**config.mk**
```make
export PLATFORM = sky130hd
export DESIGN_NAME = ram_port_arbiter
export DESIGN_NICKNAME = d
export VERILOG_FILES = /design/src/rtl/ram_port_arbiter.sv
export SDC_FILE = /design/constraint.sdc
export NUM_CORES = 1
export LEC_CHECK = 0
export CELL_PAD_IN_SITES_DETAIL_PLACEMENT = 1
export CELL_PAD_IN_SITES_GLOBAL_PLACEMENT = 2
export CORE_MARGIN = 1
export CORE_UTILIZATION = 27
export CTS_CLUSTER_SIZE = 30
export DETAILED_ROUTE_END_ITERATION = 8
export HOLD_SLACK_MARGIN = 0.1
export PLACE_DENSITY = 0.83
export SLEW_MARGIN = 10
export SYNTH_ARGS = -nofsm -noshare
export SYNTH_HDL_FRONTEND = slang
export SYNTH_SLANG_ARGS = --single-unit
```
**constraint.sdc**
```tcl
create_clock -name clk -period 2.3 [get_ports clk]
set_input_delay 0.23 -clock clk [delete_from_list [all_inputs] [get_ports clk]]
set_output_delay 0.23 -clock clk [all_outputs]
set_load 0.01 [all_outputs]
```
**src/rtl/ram_port_arbiter.sv**
```systemverilog
// Round-robin arbiter sharing one RAM port between core load/store and host loader.
// Optional macro ARB_HOST_LOCK_EN adds host_lock, which masks core requests while high.
module ram_port_arbiter #(
  parameter int unsigned WAIT_CYCLES = 1,
  parameter int unsigned ADDR_W      = 8,
  parameter int unsigned DATA_W      = 8
) (
  input  logic              clk,
  input  logic              rst,
  input  logic              core_req,
  input  logic              core_we,
  input  logic [ADDR_W-1:0] core_addr,
  input  logic [DATA_W-1:0] core_wdata,
  output logic              core_ack,
  output logic [DATA_W-1:0] core_rdata,
  input  logic              host_req,
  input  logic              host_we,
  input  logic [ADDR_W-1:0] host_addr,
  input  logic [DATA_W-1:0] host_wdata,
`ifdef ARB_HOST_LOCK_EN
  input  logic              host_lock,
`endif
  output logic              host_ack,
  output logic [DATA_W-1:0] host_rdata,
  output logic              ram_en,
  output logic              ram_we,
  output logic [ADDR_W-1:0] ram_addr,
  output logic [DATA_W-1:0] ram_wdata,
  input  logic [DATA_W-1:0] ram_rdata,
  output logic              owner,
  output logic              busy
);

  typedef enum logic [1:0] {IDLE, ACCESS, RESP} state_t;

  localparam logic [3:0] WAIT_INIT = 4'(WAIT_CYCLES);

  state_t              state_q, state_d;
  logic                owner_d;
  logic [3:0]          cnt_q, cnt_d;
  logic                ram_en_d, ram_we_d;
  logic [ADDR_W-1:0]   ram_addr_d;
  logic [DATA_W-1:0]   ram_wdata_d, core_rdata_d, host_rdata_d;
  logic                core_v, grant_host;

`ifdef ARB_HOST_LOCK_EN
  assign core_v = core_req & ~host_lock;
`else
  assign core_v = core_req;
`endif

  always_comb begin
    state_d      = state_q;
    owner_d      = owner;
    cnt_d        = cnt_q;
    ram_en_d     = ram_en;
    ram_we_d     = ram_we;
    ram_addr_d   = ram_addr;
    ram_wdata_d  = ram_wdata;
    core_rdata_d = core_rdata;
    host_rdata_d = host_rdata;
    grant_host   = 1'b0;
    case (state_q)
      IDLE: begin
        if (core_v || host_req) begin
          // on conflict the side that did not win last time gets the port
          grant_host  = (core_v && host_req) ? ~owner : host_req;
          owner_d     = grant_host;
          ram_we_d    = grant_host ? host_we    : core_we;
          ram_addr_d  = grant_host ? host_addr  : core_addr;
          ram_wdata_d = grant_host ? host_wdata : core_wdata;
          ram_en_d    = 1'b1;
          cnt_d       = WAIT_INIT;
          state_d     = ACCESS;
        end
      end
      ACCESS: begin
        if (cnt_q != '0) begin
          cnt_d = cnt_q - 4'd1;
        end else begin
          if (owner) host_rdata_d = ram_rdata;
          else       core_rdata_d = ram_rdata;
          ram_en_d = 1'b0;
          ram_we_d = 1'b0;
          state_d  = RESP;
        end
      end
      RESP:    state_d = IDLE;
      default: state_d = IDLE;
    endcase
  end

  always_ff @(posedge clk or posedge rst) begin
    if (rst) begin
      state_q    <= IDLE;
      owner      <= 1'b1;
      cnt_q      <= '0;
      ram_en     <= 1'b0;
      ram_we     <= 1'b0;
      ram_addr   <= '0;
      ram_wdata  <= '0;
      core_rdata <= '0;
      host_rdata <= '0;
    end else begin
      state_q    <= state_d;
      owner      <= owner_d;
      cnt_q      <= cnt_d;
      ram_en     <= ram_en_d;
      ram_we     <= ram_we_d;
      ram_addr   <= ram_addr_d;
      ram_wdata  <= ram_wdata_d;
      core_rdata <= core_rdata_d;
      host_rdata <= host_rdata_d;
    end
  end

  assign core_ack = (state_q == RESP) && !owner;
  assign host_ack = (state_q == RESP) &&  owner;
  assign busy     = (state_q != IDLE);

endmodule

```
# == After elaboration in Yosys (flattened, before gate mapping) ==
# Index checks and enable logic that the tools add are counted.
# classes
bitwise_logic,2
n_reduce_logical,15
add_sub_neg,1
muxes,15
eq_ne,5
# op_table
operator,n
2-to-1 mux 8 bit,2
AND reduction 3 bit,4
2-to-1 mux 4 bit,2
case mux 4 bit (2 select lines),1
!= test 2 bit (second input constant),3
2-to-1 mux 1 bit,5
2-to-1 mux 2 bit,2
case mux 1 bit (2 select lines),2
case mux 2 bit (2 select lines),1
AND reduction 2 bit,2
nonzero test 2 bit,2
nonzero test 4 bit,1
subtractor 4 x 1 -> 4 bit (second input constant),1
logical AND 1 bit,3
== test 2 x 1 -> 1 bit (second input constant),1
== test 2 bit (second input constant),1
logical NOT 2 bit,1
inverter 1 bit,2
logical NOT 1 bit,1
logical OR 1 bit,1
# word_totals
wordCells,47
input_bits,46
regBits,41
out_inout_bits,38

# == Logic depth before layout (Yosys ltp) ==
# logic_depth
ltp_word,5
ltp_mapped,6
depth_no_buf,5

# == Worst setup path after synthesis ==
# No wires, ideal clock.
# synth_timing
kind,register to register
from,register owner
to,register ram_addr[1]
stages_incl_launch_ff,5
setup_ps,125
path_buffers,1
required_ps,2175
setup_slack_ps,576
arrival_time_ps,1600
synth_period_minus_slack_ps,1724
path_cell_list,dfstp_2 a21boi_2 buf_2 mux2_2 mux2_2
# synth_between
elab_chain_cells,3
# synth_rtl
item,line,rtl
"start, declared",30,"output logic owner,"
"start signal, assigned",106,owner <= owner_d;
inverter 1 bit (no source line),n/a,
2-to-1 mux 1 bit,67,grant_host = (core_v && host_req) ? ~owner : host_req;
2-to-1 mux 8 bit,70,ram_addr_d = grant_host ? host_addr : core_addr;
"end signal, assigned",110,ram_addr <= ram_addr_d;
"end, declared",27,"output logic [ADDR_W-1:0] ram_addr,"
# Every way passes these cells.
# A chain may end at the register's enable or synchronous reset.

# == Worst setup path after layout ==
# layout_timing
from,register owner
to,output port host_ack
# layout_between
elab_chain_cells,1
# layout_rtl
item,line,rtl
logical AND 1 bit,118,assign host_ack = (state_q == RESP) && owner;
"end, declared",23,"output logic host_ack,"
# Every way passes these cells.

==> results.md <==
- Fin crit share: 86.4%
- Nets: 268
- Filler Cells Inserted: 729
- Max_slew headroom: 50.6%
- Syn nets: 180
- Initial Util: 28.1%
- Outcome: completed
- Max-Cap Viols: 0
- GR Overflow Total: 0
- P per Cell Area: 1260 nW/µm²
- # diodes: 0
- Post-Syn Area per Cell: 14.5 µm²
- Final setup TNS: 0 ns
- Total Die Area: 7450 µm²
- Met3 wire len: 411 µm
- Layout cells sized above 1: 32.1%
- Synth warn: 0
- Largest family of logic cells by synthesized area: multiplexers
- Post-synthesis compound-gate area fraction: 2.74%
- CP peak stage delay: 0.64 ns
- CTS tree: yes
- CP Max Fanout: 6
- Post-synth top area share: 52.2%
- Max stage delay cell, worst path: dfstp_2
- Top Metal Used: met4
- Synth Flop Type: dfrtp_1
- Largest net degree at the start of global routing: 23
- Routed WL per cell: 14.3 µm
- Post-synth ARST share: 100%
- Via count: 1,383
- Commonest cells in the netlist: 42 x mux2_2, 40 x dfrtp_1, 8 x mux2_4
- Clock latency on the worst-skew pair: 0.30 ns
- PnR worst setup slack: 0.313 ns
- GR Util All Layers: 12.9%
- Vias in the first global route: 1,479
- Row count: 30
- Post-Synth Simple-Gate Area: 7.44%
- DR WL met2: 2.06 mm
- Synth area leader: dfrtp_1
- Synth Area in XOR/XNOR: 0%
- Routed metal-1 wire length: 2.02 mm
- Routed WL: 4.54 mm
- Crit end category: output pin
- Slew Limit Fails: 0
- Die Height: 86.3 µm
- Max frequency: 503 MHz
- Sw Share: 32.4%
- Resized cells post-CTS: 0
- Die W: 86.3 µm
- CTS Root Cell: clkbuf_8
- DP Worst Slack: 0.400 ns
- HPWL after DPL: 3.36 mm
- Worst Max-Slew Pin Slew: 0.737 ns
- Worst path bufs/invs: 2
- I/O Pins: 84
- Clock share of power: 13.7%
- PortBufs: 83
- HP Class: in -> async
- Initial antenna violation count: 0
- Most numerous cell in the Yosys netlist: mux2_2
- Final worst clock skew: 0.00479 ns
- Inserted Clock Buffers: 5
- Arrival @ worst endpoint: 1.76 ns
- Required time worst endpoint: 2.07 ns
- Register area: 1030 µm²
- Final Critical Period: 1.99 ns
- DRC Markers: 0
- Crit Path Class: reg -> out
- CP top delay family: flip-flops
- Gate power share: 50.6%
- Final Hold Viols: 0
- Lkg Pwr: 0.00122 µW
- H-tree Lvls: 2
- Peak supply drop: 441 µV
- Yosys reg bits: 41
- Clk pin slew, worst setup/hold paths: 0.08 ns
- Worst path cell trace: inv_2, nor3b_1, clkdlybuf4s50_1
- Gp weighted congestion: 0.765
- DRT iter0 DRCs: 34
- Post-CTS Setup Inserts: 0
- Adder-Cell Fraction of Synth Area: 1.30%
- First-pass GRT wire length: 7.42 mm
- RSZ-0062 raised after global routing: no
- Sequential power share: 35.7%
- Clk buf depth: 2
- Net switching power: 1210 µW
- Core area: 6830 µm²
- Unique masters post-synth: 28
- Sequential-to-total area share from yosys stat: 53.6%
- Synth Cell Area: 1920 µm²
- Startpoint Class: register
- Internal power: 2520 µW
- Cts hold-fix bufs: 0
- Endpoints failing setup: 0
- Number of detailed-route iterations in the first pass: 4
- Number of synthesized flops with an enable pin: 0
- Antenna-violating nets left: 0
- Clk sinks: 41
- Synth top area cells: dfrtp_1 52%, mux2_2 25%, mux2_4 6.3%, mux2i_1 1.6%, dfstp_2 1.4%
- Mux share of post-synthesis cell area: 32.5%
- Via/cell ratio: 4.36
- Area taken by multi-input logic gates: 843 µm²
- Area Overhead vs Synth: 54.5%
- Post-Syn Instances: 132
==> power groups by stage <==
stage | Sequential, µW | Clock (µW) | Combinational (µW)
after global routing | 1390 | 560 | 2020
final | 1330 | 510 | 1880
after global placement | 1340 | 0 | 1870
after CTS | 1340 | 533 | 1920
after detailed placement | 1350 | 0 | 1910
after floorplan | 1460 | 0 | 884
==> kinds of logic (layout without fill, tap and decap cells) <==
logic type,Yosys count,in the layout
AO/OA/AOI/OAI,8,8
adder cells (fa/ha/maj),2,2
buffers and inverters,9,98
flip-flops,41,41
multiplexers,53,53
AND/OR/NAND/NOR,19,19
==> stage by stage <==
stage	power, µW	hold slack, ns	cell area [µm²]	utilization, %	cells
3_3_place_gp	3220	0.490	2870	42.0	309
2_1_floorplan	2340	0.379	1920	-	132
5_1_grt	3970	0.336	2960	43.4	317
3_5_place_dp	3260	0.493	2870	42.0	309
4_1_cts	3790	0.281	2960	43.4	317
6_report	3720	0.266	2960	43.4	317
==> path summary, 6_finish.rpt <==
kind	startpoint	endpoint	slack, ns	cells after the start
max	owner$_DFFE_PP1P_	host_ack	0.31	3
min	rst	ram_addr[7]$_DFFE_PP0P_	0.27	2
max reg2reg	cnt_q[0]$_DFFE_PP0P_	core_rdata[3]$_DFFE_PP0P_	0.47	5
min reg2reg	core_rdata[2]$_DFFE_PP0P_	core_rdata[2]$_DFFE_PP0P_	0.51	1
max in group asynchronous	rst	owner$_DFFE_PP1P_	1.44	3
min in group clk	core_rdata[2]$_DFFE_PP0P_	core_rdata[2]$_DFFE_PP0P_	0.51	1
==> per-layer routing <==
| metal | vias to the layer above | GRT usage [%] |
|---|---|---|
| li1 | 646 | - |
| met1 | 672 | 16.7 |
| met2 | 60 | 19.7 |
| met3 | 5 | 5.43 |
| met4 | 0 | 4.09 |
| met5 | - | 0 |
==> state kept, by name (all words and copies together), names as in the netlist <==
register and count:
core_rdata 8, host_rdata 8, ram_addr 8, ram_wdata 8
cnt_q 4, state_q 2, owner 1, ram_en 1
ram_we 1
==> layout make-up <==
| type | instances | area share [%] |
|---|---|---|
| clock buffer | 6 | 2.79 |
| clock inverter | 2 | 0.464 |
| inverter | 5 | 0.633 |
| multi-input combinational | 82 | 28.5 |
| sequential | 41 | 34.7 |
| tap | 96 | 4.05 |
| timing repair buffer | 85 | 29.0 |
==> placed cells by master, fill, tap and decap left out, types with 2 or more instances in the layout <==
| master | count |
|---|---|
| clkbuf_8 | 6 |
| clkdlybuf4s50_1 | 83 |
| dfrtp_1 | 40 |
| ha_1 | 2 |
| inv_1 | 3 |
| mux2_2 | 42 |
| mux2_4 | 8 |
| mux2i_1 | 3 |
| nand3_1 | 2 |
| nor3_1 | 3 |
| nor3b_1 | 3 |
| o21ai_0 | 4 |
| o22ai_1 | 2 |
| or2_2 | 2 |
(Power assumes the default switching activity.)
